$ cat src/rtl/pipe_pkg.sv
// Shared definitions for the 16-bit pipelined CPU.
// Holds the datapath width, the NOP bubble encoding and the fetch FSM states.
package pipe_pkg;

    localparam int XLEN = 16;

    // IF/ID loads this on flush; the fetch stage drives it when idle.
    localparam logic [XLEN-1:0] NOP_INSTR = 16'h0003;

    typedef enum logic [1:0] {
        S_IDLE,
        S_WAIT,
        S_HOLD,
        S_DROP
    } if_state_t;

endpackage

$ cat src/rtl/pipe_if_stage.sv
// Instruction-fetch stage: owns the PC and PC+1 adder, issues one-outstanding
// word requests to instruction memory, and feeds the IF/ID register.
//
// Ports:
//   clk_i, rst_i          clock (rising edge), synchronous active-high reset
//   stall_i               hazard stall; holds PC and IF/ID
//   branch_taken_i        redirect request, branch_target_i is the new PC
//   imem_req_o/addr_o     one-cycle request pulse and word address
//   imem_rvalid_i/rdata_i response handshake and instruction
//   PCadder1_sum_o        pc_q+1 to IF/ID
//   Instruction_o         instruction to IF/ID
//   IFIDWrite_o           IF/ID write enable (~stall_i)
//   Flush_o               IF/ID flush, active-low (0 loads NOP)
//   bubble_cnt_o          perf: cycles with Flush_o=0     (IF_PERF_CNT_EN)
//   redirect_cnt_o        perf: cycles with a redirect    (IF_PERF_CNT_EN)
//
// Build option: define IF_PERF_CNT_EN to add the saturating perf counters.
module pipe_if_stage
    import pipe_pkg::*;
#(
    parameter logic [15:0] RESET_PC  = 16'h0000,
    parameter logic [15:0] NOP_INSTR = pipe_pkg::NOP_INSTR
) (
    input  logic        clk_i,
    input  logic        rst_i,
    input  logic        stall_i,
    input  logic        branch_taken_i,
    input  logic [15:0] branch_target_i,
    output logic        imem_req_o,
    output logic [15:0] imem_addr_o,
    input  logic        imem_rvalid_i,
    input  logic [15:0] imem_rdata_i,
    output logic [15:0] PCadder1_sum_o,
    output logic [15:0] Instruction_o,
`ifdef IF_PERF_CNT_EN
    output logic [15:0] bubble_cnt_o,
    output logic [15:0] redirect_cnt_o,
`endif
    output logic        IFIDWrite_o,
    output logic        Flush_o
);

    if_state_t       state_q;
    logic [XLEN-1:0] pc_q;
    logic [XLEN-1:0] buf_q;
    logic [XLEN-1:0] pc_inc;
    logic            live;
    logic            deliver;
    logic            busy;

    assign pc_inc = pc_q + 16'd1;

    // No redirect and not in reset: the FSM may act this cycle.
    assign live = !rst_i && !branch_taken_i;

    // A request is in flight and has not yet been answered.
    assign busy = (state_q == S_WAIT) || (state_q == S_DROP);

    always_comb begin
        deliver    = 1'b0;
        imem_req_o = 1'b0;
        case (state_q)
            S_IDLE: begin
                imem_req_o = live;
            end
            S_WAIT: begin
                deliver    = live && !stall_i && imem_rvalid_i;
                imem_req_o = deliver;
            end
            S_HOLD: begin
                deliver    = live && !stall_i;
                imem_req_o = deliver;
            end
            S_DROP: begin
                imem_req_o = live && imem_rvalid_i;
            end
            default: begin
                deliver    = 1'b0;
                imem_req_o = 1'b0;
            end
        endcase
    end

    // A delivery fetches the next word in the same cycle.
    assign imem_addr_o = deliver ? pc_inc : pc_q;

    assign PCadder1_sum_o = (rst_i ? RESET_PC : pc_q) + 16'd1;

    always_comb begin
        case (state_q)
            S_WAIT:  Instruction_o = imem_rdata_i;
            S_HOLD:  Instruction_o = buf_q;
            default: Instruction_o = NOP_INSTR;
        endcase
    end

    // Stall keeps flush released so IF/ID's held word survives.
    assign Flush_o     = live && (stall_i || deliver);
    assign IFIDWrite_o = ~stall_i;

    always_ff @(posedge clk_i) begin
        if (rst_i) begin
            pc_q    <= RESET_PC;
            buf_q   <= NOP_INSTR;
            state_q <= S_IDLE;
        end else if (branch_taken_i) begin
            pc_q  <= branch_target_i;
            buf_q <= NOP_INSTR;
            // A response landing with the redirect retires the request.
            if (busy && !imem_rvalid_i)
                state_q <= S_DROP;
            else
                state_q <= S_IDLE;
        end else begin
            case (state_q)
                S_IDLE: begin
                    state_q <= S_WAIT;
                end
                S_WAIT: begin
                    if (imem_rvalid_i) begin
                        if (stall_i) begin
                            buf_q   <= imem_rdata_i;
                            state_q <= S_HOLD;
                        end else begin
                            pc_q <= pc_inc;
                        end
                    end
                end
                S_HOLD: begin
                    if (!stall_i) begin
                        pc_q    <= pc_inc;
                        state_q <= S_WAIT;
                    end
                end
                S_DROP: begin
                    if (imem_rvalid_i)
                        state_q <= S_WAIT;
                end
                default: begin
                    state_q <= S_IDLE;
                end
            endcase
        end
    end

`ifdef IF_PERF_CNT_EN
    if (1) begin : g_perf
        logic [15:0] bub_q;
        logic [15:0] red_q;

        always_ff @(posedge clk_i) begin
            if (rst_i) begin
                bub_q <= 16'h0000;
                red_q <= 16'h0000;
            end else begin
                if (!Flush_o && bub_q != 16'hFFFF)
                    bub_q <= bub_q + 16'd1;
                if (branch_taken_i && red_q != 16'hFFFF)
                    red_q <= red_q + 16'd1;
            end
        end

        assign bubble_cnt_o   = bub_q;
        assign redirect_cnt_o = red_q;
    end
`endif

endmodule

$ cat config.mk
export PLATFORM = sky130hd
export DESIGN_NAME = pipe_if_stage
export DESIGN_NICKNAME = d
export VERILOG_FILES = /design/src/rtl/pipe_pkg.sv /design/src/rtl/pipe_if_stage.sv
export SDC_FILE = /design/constraint.sdc
export NUM_CORES = 1
export LEC_CHECK = 0
export ABC_AREA = 1
export BUFFER_PORTS_ARGS = -buffer_cell sky130_fd_sc_hd__buf_2
export CORE_MARGIN = 1
export CORE_UTILIZATION = 56
export CTS_CLUSTER_DIAMETER = 150
export DETAILED_ROUTE_END_ITERATION = 6
export PLACE_DENSITY = 0.87
export SYNTH_ARGS = -nofsm -noshare
export SYNTH_HDL_FRONTEND = slang
export SYNTH_SLANG_ARGS = --single-unit
$ cat constraint.sdc
create_clock -name clk_i -period 4.09 [get_ports clk_i]
set_clock_uncertainty 0.2 [all_clocks]
set_input_delay 0.409 -clock clk_i [delete_from_list [all_inputs] [get_ports clk_i]]
set_output_delay 0.409 -clock clk_i [all_outputs]
set_load 0.05 [all_outputs]
==> reports/metrics.yaml, run 1 <==
placed_design:
  port_buffers: 87
  globalplace.congestion: 0.896
  dp_hpwl_mm: 5.59
  place_area_sq_mm: 0.00312
  dp_worst_setup_slack_ps: 916
clocking:
  htree_levels: 2
  numClockSinks: 34
  cts_resized: 0
  clock_latency_ps: 310
  cts_hold_buf: 0
  clk_path_buf_depth: 2
  cts_root_buffer: "clkbuf_8"
  cts_buffers: 5
  cts.reportedPaths.clkPinSlew_ps: 80
  postCtsSetupBuffers: 0
  cts_tree: "done"
layout:
  diodes: 0
  design_area_sq_mm: 0.00323
  fill_cells: 435
  drive_gt1_frac: 0.242
  area.growth.synth_to_final_pct: 18.4
  seqCellArea_sq_um: 681
  nets: 566
  multiInputGateArea_sq_mm: 0.00177
  final_cell_mix: "149 x nand2_1, 87 x buf_2, 50 x nor2_1"
  layout_commonest_cell: "nand2_1"
min_path:
  hold_path.class: "in -> reg"
  holdCritStartpoint: "imem_rdata_i[1]"
  min_path_cells: 3
  hold_end: "buf_q[1]"
global_routing:
  grt_pass1_vias: 2801
  grt.total_usage: 0.317
  grt_max_degree: 25
  grt_pass1_wl_mm: 12.8
  grt.overflow.total: 0
  antenna_found_initial: 0
yosys:
  ys_ff_latch: 34
  synthFlopType: "dfxtp_1"
  synth_fp_nets: 491
  synth_edf_count: 0
  synth_cells: 448
  ys_seq_area_frac: 0.249
  synth_top_area_share: 0.249
  synth_area_leaders: "dfxtp_1 25%, nand2_1 20%, nor2_1 6.9%"
  netlist_area_sq_mm: 0.00273
  synth-async-reset-ratio: 0
  synth_area_per_cell_sq_um: 6.09
  yosysWarnings: 0
  yosysTopAreaCell: "dfxtp_1"
  synthDistinctLibCells: 40
run:
  drv_cap: 0
timing:
  max_freq_mhz: 283
  tns_ps: 0
  whs_ps: 113
  hold_violations: 0
  slew_violations: 0
  min_period_ps: 3540
  rsz0062_at_grt: "false"
  worst_slew_pin_slew_ps: 769
  setup_violations: 0
  slew_headroom: 0.487
  period_share: 0.864
  fin_ws_ps: 554
status:
  status: "completed"
floorplan:
  die_w_um: 71.8
  core_sq_mm: 0.00469
  die_h_um: 71.8
  ioPinCount: 88
  die_area_sq_mm: 0.00516
  num_rows: 25
  initial_utilization: 0.582
setup_path:
  r2r_cells: 8
  max_stage_delay_ps: 650
  cp.required_ps: 3480
  cp-start-kind: "flip-flop"
  worstReg2RegStart: "state_q[1]"
  worstPathMaxFanout: 22
  crit_path_frequent_cell: "inv_1"
  reg2reg_to: "pc_q[3]"
  path_class: "reg -> out"
  critPathArrivalTime_ps: 2930
  path_cells: "inv_1 -> ha_1 -> inv_1 -> o21ai_1 -> nand2_2 -> nor2_4 -> inv_2 -> nand2_1 -> o21a_1 -> buf_2"
  r2r_slack_ps: 1230
  end_kind: "output pin"
  cpMaxStageDelayCell: "ha_1"
detailed_routing:
  drt-met1-wl_mm: 3.41
  met3_length_um: 639
  first_pass_iters: 7
  drc_errors: 0
  vias: 3274
  wl_per_cell_um: 13.7
  ant_nets: 0
  wl_mm: 7.89
  route.met2.wl_mm: 3.70
  dr.max_layer_used: "met4"
  drt_iter0_drc: 344
  viasPerCell: 5.66
pwr:
  ir_drop_uv: 269
  power_density_mw_per_mm2: 371
  p_leak_nw: 1.50
## critical path: cells and delay by family (launching register included)
kind                     cells  cell delay (ps)
AO/OA/AOI/OAI                2              300
adder cells (fa/ha/maj)      1              650
buffers and inverters        4              770
flip-flops                   1              330
AND/OR/NAND/NOR              3              560
## registers in the layout (all words and copies together) (netlist names)
register / flops
buf_q: 16
pc_q: 16
state_q: 2
## power breakdown
| part | leakage, nW | internal [mW] | total, mW | switching, mW |
|---|---|---|---|---|
| Clock | 0.0504 | 0.181 | 0.331 | 0.150 |
| Sequential | 0.278 | 0.356 | 0.389 | 0.0336 |
| Combinational | 1.17 | 0.116 | 0.476 | 0.361 |
| Total | 1.50 | 0.653 | 1.20 | 0.544 |
## cell type report
| type | count | area share |
|---|---|---|
| tap | 54 | 0.0209 |
| inverter | 42 | 0.0496 |
| clock buffer | 5 | 0.0213 |
| clock inverter | 3 | 0.0139 |
| multi-input combinational | 352 | 0.546 |
| timing repair buffer | 88 | 0.137 |
| sequential | 34 | 0.211 |
## stage by stage
step / power [mW] / utilization / cells
finish: 1.20 / 0.689 / 578
detailed placement: 0.866 / 0.664 / 570
global placement: 0.859 / 0.664 / 570
global route: 1.25 / 0.689 / 578
floorplan: 0.758 / - / 448
CTS: 1.19 / 0.689 / 578
## per-layer routing
metal / GRT usage / vias up
met5: 0 / -
met4: 0.111 / 0
met3: 0.0689 / 18
met2: 0.504 / 149
met1: 0.424 / 1526
li1: - / 1581
## cells in the mapped netlist, types with 5 or more instances
library cell	number
o21ai_2	6
o21ai_1	7
ha_1	6
xor2_1	12
buf_4	5
buf_2	5
nor2_1	50
o21ai_0	21
nand2_1	149
a21oi_1	37
clkbuf_1	5
inv_1	38
dfxtp_1	34
nand3_1	22
nand4_1	5
## kinds of logic after synthesis
kind of cell,synth area share
AOI/OAI and AO/OA,0.168
xor gates and xnor gates,0.0541
adders and majority gates,0.0275
buffers and inverters,0.104
DFF,0.249
and+or+nand+nor,0.398
## worst max path at each step
stage	start	endpoint
2_1_floorplan	rst_i	PCadder1_sum_o[10]
3_3_place_gp	state_q[1]	imem_addr_o[12]
3_5_place_dp	state_q[1]	imem_addr_o[12]
4_1_cts	state_q[1]	imem_addr_o[12]
5_1_grt	state_q[1]	imem_addr_o[12]
6_report	state_q[1]	imem_addr_o[12]
Note: power is estimated with default switching activity, not from simulation.
==> run 2, diff against run 1 <==
--- a/config.mk
+++ b/config.mk
@@ -11,7 +11,7 @@
 export CORE_UTILIZATION = 56
 export CTS_CLUSTER_DIAMETER = 150
 export DETAILED_ROUTE_END_ITERATION = 6
-export PLACE_DENSITY = 0.87
+export PLACE_DENSITY = 0.88
 export SYNTH_ARGS = -nofsm -noshare
 export SYNTH_HDL_FRONTEND = slang
 export SYNTH_SLANG_ARGS = --single-unit
==> reports/metrics.yaml, run 2 (synthesized netlist as in run 1, its figures left out) <==
status:
  status: "completed"
setup_path:
  cp.required_ps: 3480  # about the same
  cp-start-kind: "flip-flop"
  r2r_slack_ps: 1270  # +40 ps
  r2r_cells: 8  # unchanged
  path_class: "reg -> out"
  end_kind: "output pin"
  worstPathMaxFanout: 22  # unchanged
  critPathArrivalTime_ps: 2870  # -60 ps
clocking:
  cts_resized: 0  # unchanged
  cts.reportedPaths.clkPinSlew_ps: 70  # about the same
  cts_hold_buf: 0  # unchanged
  postCtsSetupBuffers: 0  # unchanged
  clk_path_buf_depth: 2  # unchanged
  clock_latency_ps: 300  # about the same
  cts_tree: "done"
  htree_levels: 2  # unchanged
  cts_root_buffer: "clkbuf_8"
  numClockSinks: 34  # unchanged
  cts_buffers: 5  # unchanged
detailed_routing:
  drt_iter0_drc: 308  # -10%
  wl_per_cell_um: 13.6  # about the same
  vias: 3216  # -1.8%
  first_pass_iters: 5  # -2
  ant_nets: 0  # unchanged
  viasPerCell: 5.56  # -1.8%
  wl_mm: 7.89  # about the same
  drc_errors: 0  # unchanged
placed_design:
  dpl.cell_count: 570  # unchanged
  dp_hpwl_mm: 5.61  # +0.40%
  dp_worst_setup_slack_ps: 951  # +34.3 ps
  place_area_sq_mm: 0.00312  # unchanged
  port_buffers: 87  # unchanged
  globalplace.congestion: 0.928  # +3.6%
timing:
  slew_violations: 0  # unchanged
  tns_ps: 0  # unchanged
  min_period_ps: 3480  # -51.7 ps
  setup_violations: 0  # unchanged
  slew_headroom: 0.490  # +0.00343
  period_share: 0.852  # -0.0126
  rsz0062_at_grt: "false"
  worst_slew_pin_slew_ps: 764  # -5.14 ps
  hold_violations: 0  # unchanged
  whs_ps: 144  # +31.0 ps
  max_freq_mhz: 287  # +1.5%
  fin_ws_ps: 606  # +51.7 ps
pwr:
  power_density_mw_per_mm2: 386  # +4.1%
  p_total_mw: 1.26  # +4.9%
  ir_drop_uv: 242  # -10%
  p_leak_nw: 1.52  # +1.2%
floorplan:
  ioPinCount: 88  # unchanged
  die_h_um: 71.8  # unchanged
  die_w_um: 71.8  # unchanged
  num_rows: 25  # unchanged
  die_area_sq_mm: 0.00516  # unchanged
  initial_utilization: 0.582  # unchanged
  core_sq_mm: 0.00469  # unchanged
global_routing:
  grt.total_usage: 0.310  # -0.00645
  grt_pass1_vias: 2841  # +1.4%
  grt_pass1_wl_mm: 12.6  # -1.3%
  grt.overflow.total: 0  # unchanged
  grt_max_degree: 25  # unchanged
  antenna_found_initial: 0  # unchanged
min_path:
  min_path_cells: 3  # unchanged
  hold_path.class: "in -> reg"
layout:
  nets: 566  # unchanged
  layout_commonest_cell: "nand2_1"
  reg_top3: "buf_q: 16 flops, pc_q: 16 flops, state_q: 2 flops"
  diodes: 0  # unchanged
  final_util: 0.694  # +0.00507
  final_cell_mix: "149 x nand2_1, 87 x buf_2, 50 x nor2_1"
  area.growth.synth_to_final_pct: 19.3
  drive_gt1_frac: 0.242  # unchanged
  design_area_sq_mm: 0.00325  # +0.74%
  finalNonFillerCells: 578  # unchanged
run:
  drv_cap: 0  # unchanged
## run 2: cell types whose count changed in the layout (fill, tap and decap cells not counted), sizes merged
cell,delta
clkinvlp,-2
bufinv,+1
clkinv,+1
## run 2: cell type report
cell class                 instances  area [sq um]
clock buffer                       5          68.8
timing repair buffer              88           443
inverter                          42           160
fill                             415          1440
multi-input combinational        352          1770
sequential                        34           681
clock inverter                     3          68.8
tap                               54          67.6
## run 2: power breakdown
| part | switching, mW | total, mW | leakage, nW | internal (mW) |
|---|---|---|---|---|
| Sequential | 0.0336 | 0.389 | 0.278 | 0.356 |
| Combinational | 0.363 | 0.479 | 1.17 | 0.116 |
| Clock | 0.143 | 0.387 | 0.0683 | 0.244 |
## run 2: worst paths after layout
check,from,to
max,state_q[1],imem_addr_o[12]
min,imem_rdata_i[1],buf_q[1]
max reg2reg,state_q[1],pc_q[3]
min reg2reg,buf_q[9],buf_q[9]
## run 2: metal layers
layer  up-vias  part of all wire  track usage
met2       144              0.47        0.523
met3        23             0.063       0.0549
li1       1583                 -            -
met5         -                 0            0
met4         0             0.028        0.129
met1      1466              0.44        0.390
## run 2: worst max-delay path, stage by stage (launching register included)
cell     delay, ps
dfxtp_1        330
inv_1          100
ha_1           640
inv_1          160
o21ai_1        190
nand2_2        100
nor2_4         360
inv_2          230
nand2_1        110
o21a_1         110
buf_2          250
==> run 3, diff against run 2 <==
--- a/config.mk
+++ b/config.mk
@@ -7,7 +7,7 @@
 export LEC_CHECK = 0
 export ABC_AREA = 1
 export BUFFER_PORTS_ARGS = -buffer_cell sky130_fd_sc_hd__buf_2
-export CORE_MARGIN = 1
+export CORE_MARGIN = 10
 export CORE_UTILIZATION = 56
 export CTS_CLUSTER_DIAMETER = 150
 export DETAILED_ROUTE_END_ITERATION = 6
==> reports/metrics.yaml, run 3 (synthesized netlist as in run 1, its figures left out) <==
global_routing:
  grt_pass1_wl_mm: 14.4  # +15%
  grt.total_usage: 0.209  # -0.102
  grt_pass1_vias: 3099  # +9.1%
  antenna_found_initial: 0  # unchanged
  grt.overflow.total: 0  # unchanged
  grt_max_degree: 25  # unchanged
timing:
  slew_headroom: 0.484  # -0.00612
  worst_slew_pin_slew_ps: 773  # +9.17 ps
  hold_violations: 0  # unchanged
  slew_violations: 0  # unchanged
  tns_ps: 0  # unchanged
  setup_violations: 0  # unchanged
  min_period_ps: 3580  # +97.8 ps
  rsz0062_at_grt: "false"
  whs_ps: 127  # -16.4 ps
  period_share: 0.876  # +0.0239
  max_freq_mhz: 279  # -2.7%
setup_path:
  critPathArrivalTime_ps: 2970  # +100 ps
  crit_path_end: "imem_addr_o[12]"
  path_class: "reg -> out"
  worstPathMaxFanout: 22  # unchanged
  cp-start-kind: "flip-flop"
  reg2reg_to: "pc_q[3]"
  r2r_slack_ps: 1240  # -30 ps
  cp.required_ps: 3480  # about the same
  worstReg2RegStart: "state_q[1]"
  crit_path_start: "state_q[1]"
  r2r_cells: 8  # unchanged
  end_kind: "output pin"
floorplan:
  die_w_um: 89.8  # +25%
  num_rows: 25  # unchanged
  ioPinCount: 88  # unchanged
  die_area_sq_mm: 0.00806  # +56%
  initial_utilization: 0.578  # -0.00385
  core_sq_mm: 0.00472  # +0.67%
  die_h_um: 89.8  # +25%
detailed_routing:
  first_pass_iters: 5  # unchanged
  drt_iter0_drc: 358  # +16%
  wl_mm: 8.56  # +8.5%
  viasPerCell: 5.50  # -1.2%
  ant_nets: 0  # unchanged
  wl_per_cell_um: 14.5  # +6.1%
  vias: 3250  # +1.1%
  drc_errors: 0  # unchanged
layout:
  reg_top3: "buf_q: 16 flops, pc_q: 16 flops, state_q: 2 flops"
  seqCellArea_sq_um: 681  # unchanged
  area.growth.synth_to_final_pct: 19.0
  diodes: 0  # unchanged
  finalNonFillerCells: 591  # +2.2%
  multiInputGateArea_sq_mm: 0.00177  # unchanged
  drive_gt1_frac: 0.242  # unchanged
  fill_cells: 437  # +5.3%
  nets: 566  # unchanged
  final_cell_mix: "149 x nand2_1, 87 x buf_2, 50 x nor2_1"
  layout_commonest_cell: "nand2_1"
clocking:
  clock_latency_ps: 300  # about the same
  cts_hold_buf: 0  # unchanged
  numClockSinks: 34  # unchanged
  cts_root_buffer: "clkbuf_8"
  clk_path_buf_depth: 2  # unchanged
  postCtsSetupBuffers: 0  # unchanged
  cts_resized: 0  # unchanged
  cts.reportedPaths.clkPinSlew_ps: 80  # about the same
  cts_buffers: 5  # unchanged
  htree_levels: 2  # unchanged
  cts_tree: "done"
status:
  status: "completed"
placed_design:
  dp_hpwl_mm: 6.26  # +11%
  dpl.cell_count: 583  # +2.3%
  port_buffers: 87  # unchanged
  globalplace.congestion: 0.909  # -2.0%
pwr:
  power_density_mw_per_mm2: 368  # -4.7%
  ir_drop_uv: 212  # -12%
  p_total_mw: 1.19  # -4.9%
  p_leak_nw: 1.50  # -1.2%
run:
  drv_cap: 0  # unchanged
min_path:
  hold_path.class: "in -> reg"
## run 3: stage by stage
step | setup slack [ps] | utilization | cell area [sq um]
after global placement | 1020 | 0.663 | 3130
after CTS | 529 | 0.687 | 3250
after detailed placement | 871 | 0.663 | 3130
final | 508 | 0.687 | 3250
after floorplan | 1230 | - | 2730
after global routing | 296 | 0.687 | 3250
## run 3: worst min path at each step
stage | cells past startpoint | end | slack (ps) | from
2_1_floorplan | 2 | buf_q[0] | 240 | buf_q[0]
3_3_place_gp | 2 | buf_q[14] | 250 | buf_q[14]
3_5_place_dp | 2 | buf_q[15] | 260 | buf_q[15]
4_1_cts | 3 | buf_q[0] | 130 | imem_rdata_i[0]
5_1_grt | 3 | buf_q[0] | 120 | imem_rdata_i[0]
6_report | 3 | buf_q[0] | 130 | imem_rdata_i[0]
## run 3: area by class of cell
cell class | count | area share
clock inverters | 3 | 0.0139
inverters | 42 | 0.0493
repair buffers | 88 | 0.136
flip-flops and latches | 34 | 0.210
multi-input cells | 352 | 0.544
clock buffers | 5 | 0.0212
well taps | 67 | 0.0258
## run 3: worst max-delay path, cell delays in order, from the launching register on
cell and delay, ps:
dfxtp_1 340, inv_1 110, ha_1 660, inv_1 180, o21ai_1 210, nand2_2 100
nor2_4 380, inv_2 230, nand2_1 100, o21a_1 110, buf_2 250
## run 3: where the power goes
part | switching (mW) | internal (mW) | leakage, nW | total, mW
sequential | 0.0334 | 0.356 | 0.278 | 0.389
combinational | 0.364 | 0.116 | 1.17 | 0.480
clock | 0.143 | 0.181 | 0.0504 | 0.325
total | 0.541 | 0.653 | 1.50 | 1.19
## run 3: metal layers
layer  vias up  routed length (um)  GRT usage
met3        24                 656     0.0482
met5         -                   0          0
met2       168                4070      0.343
li1       1582                   -          -
met4         0                 199     0.0809
met1      1476                3630      0.256
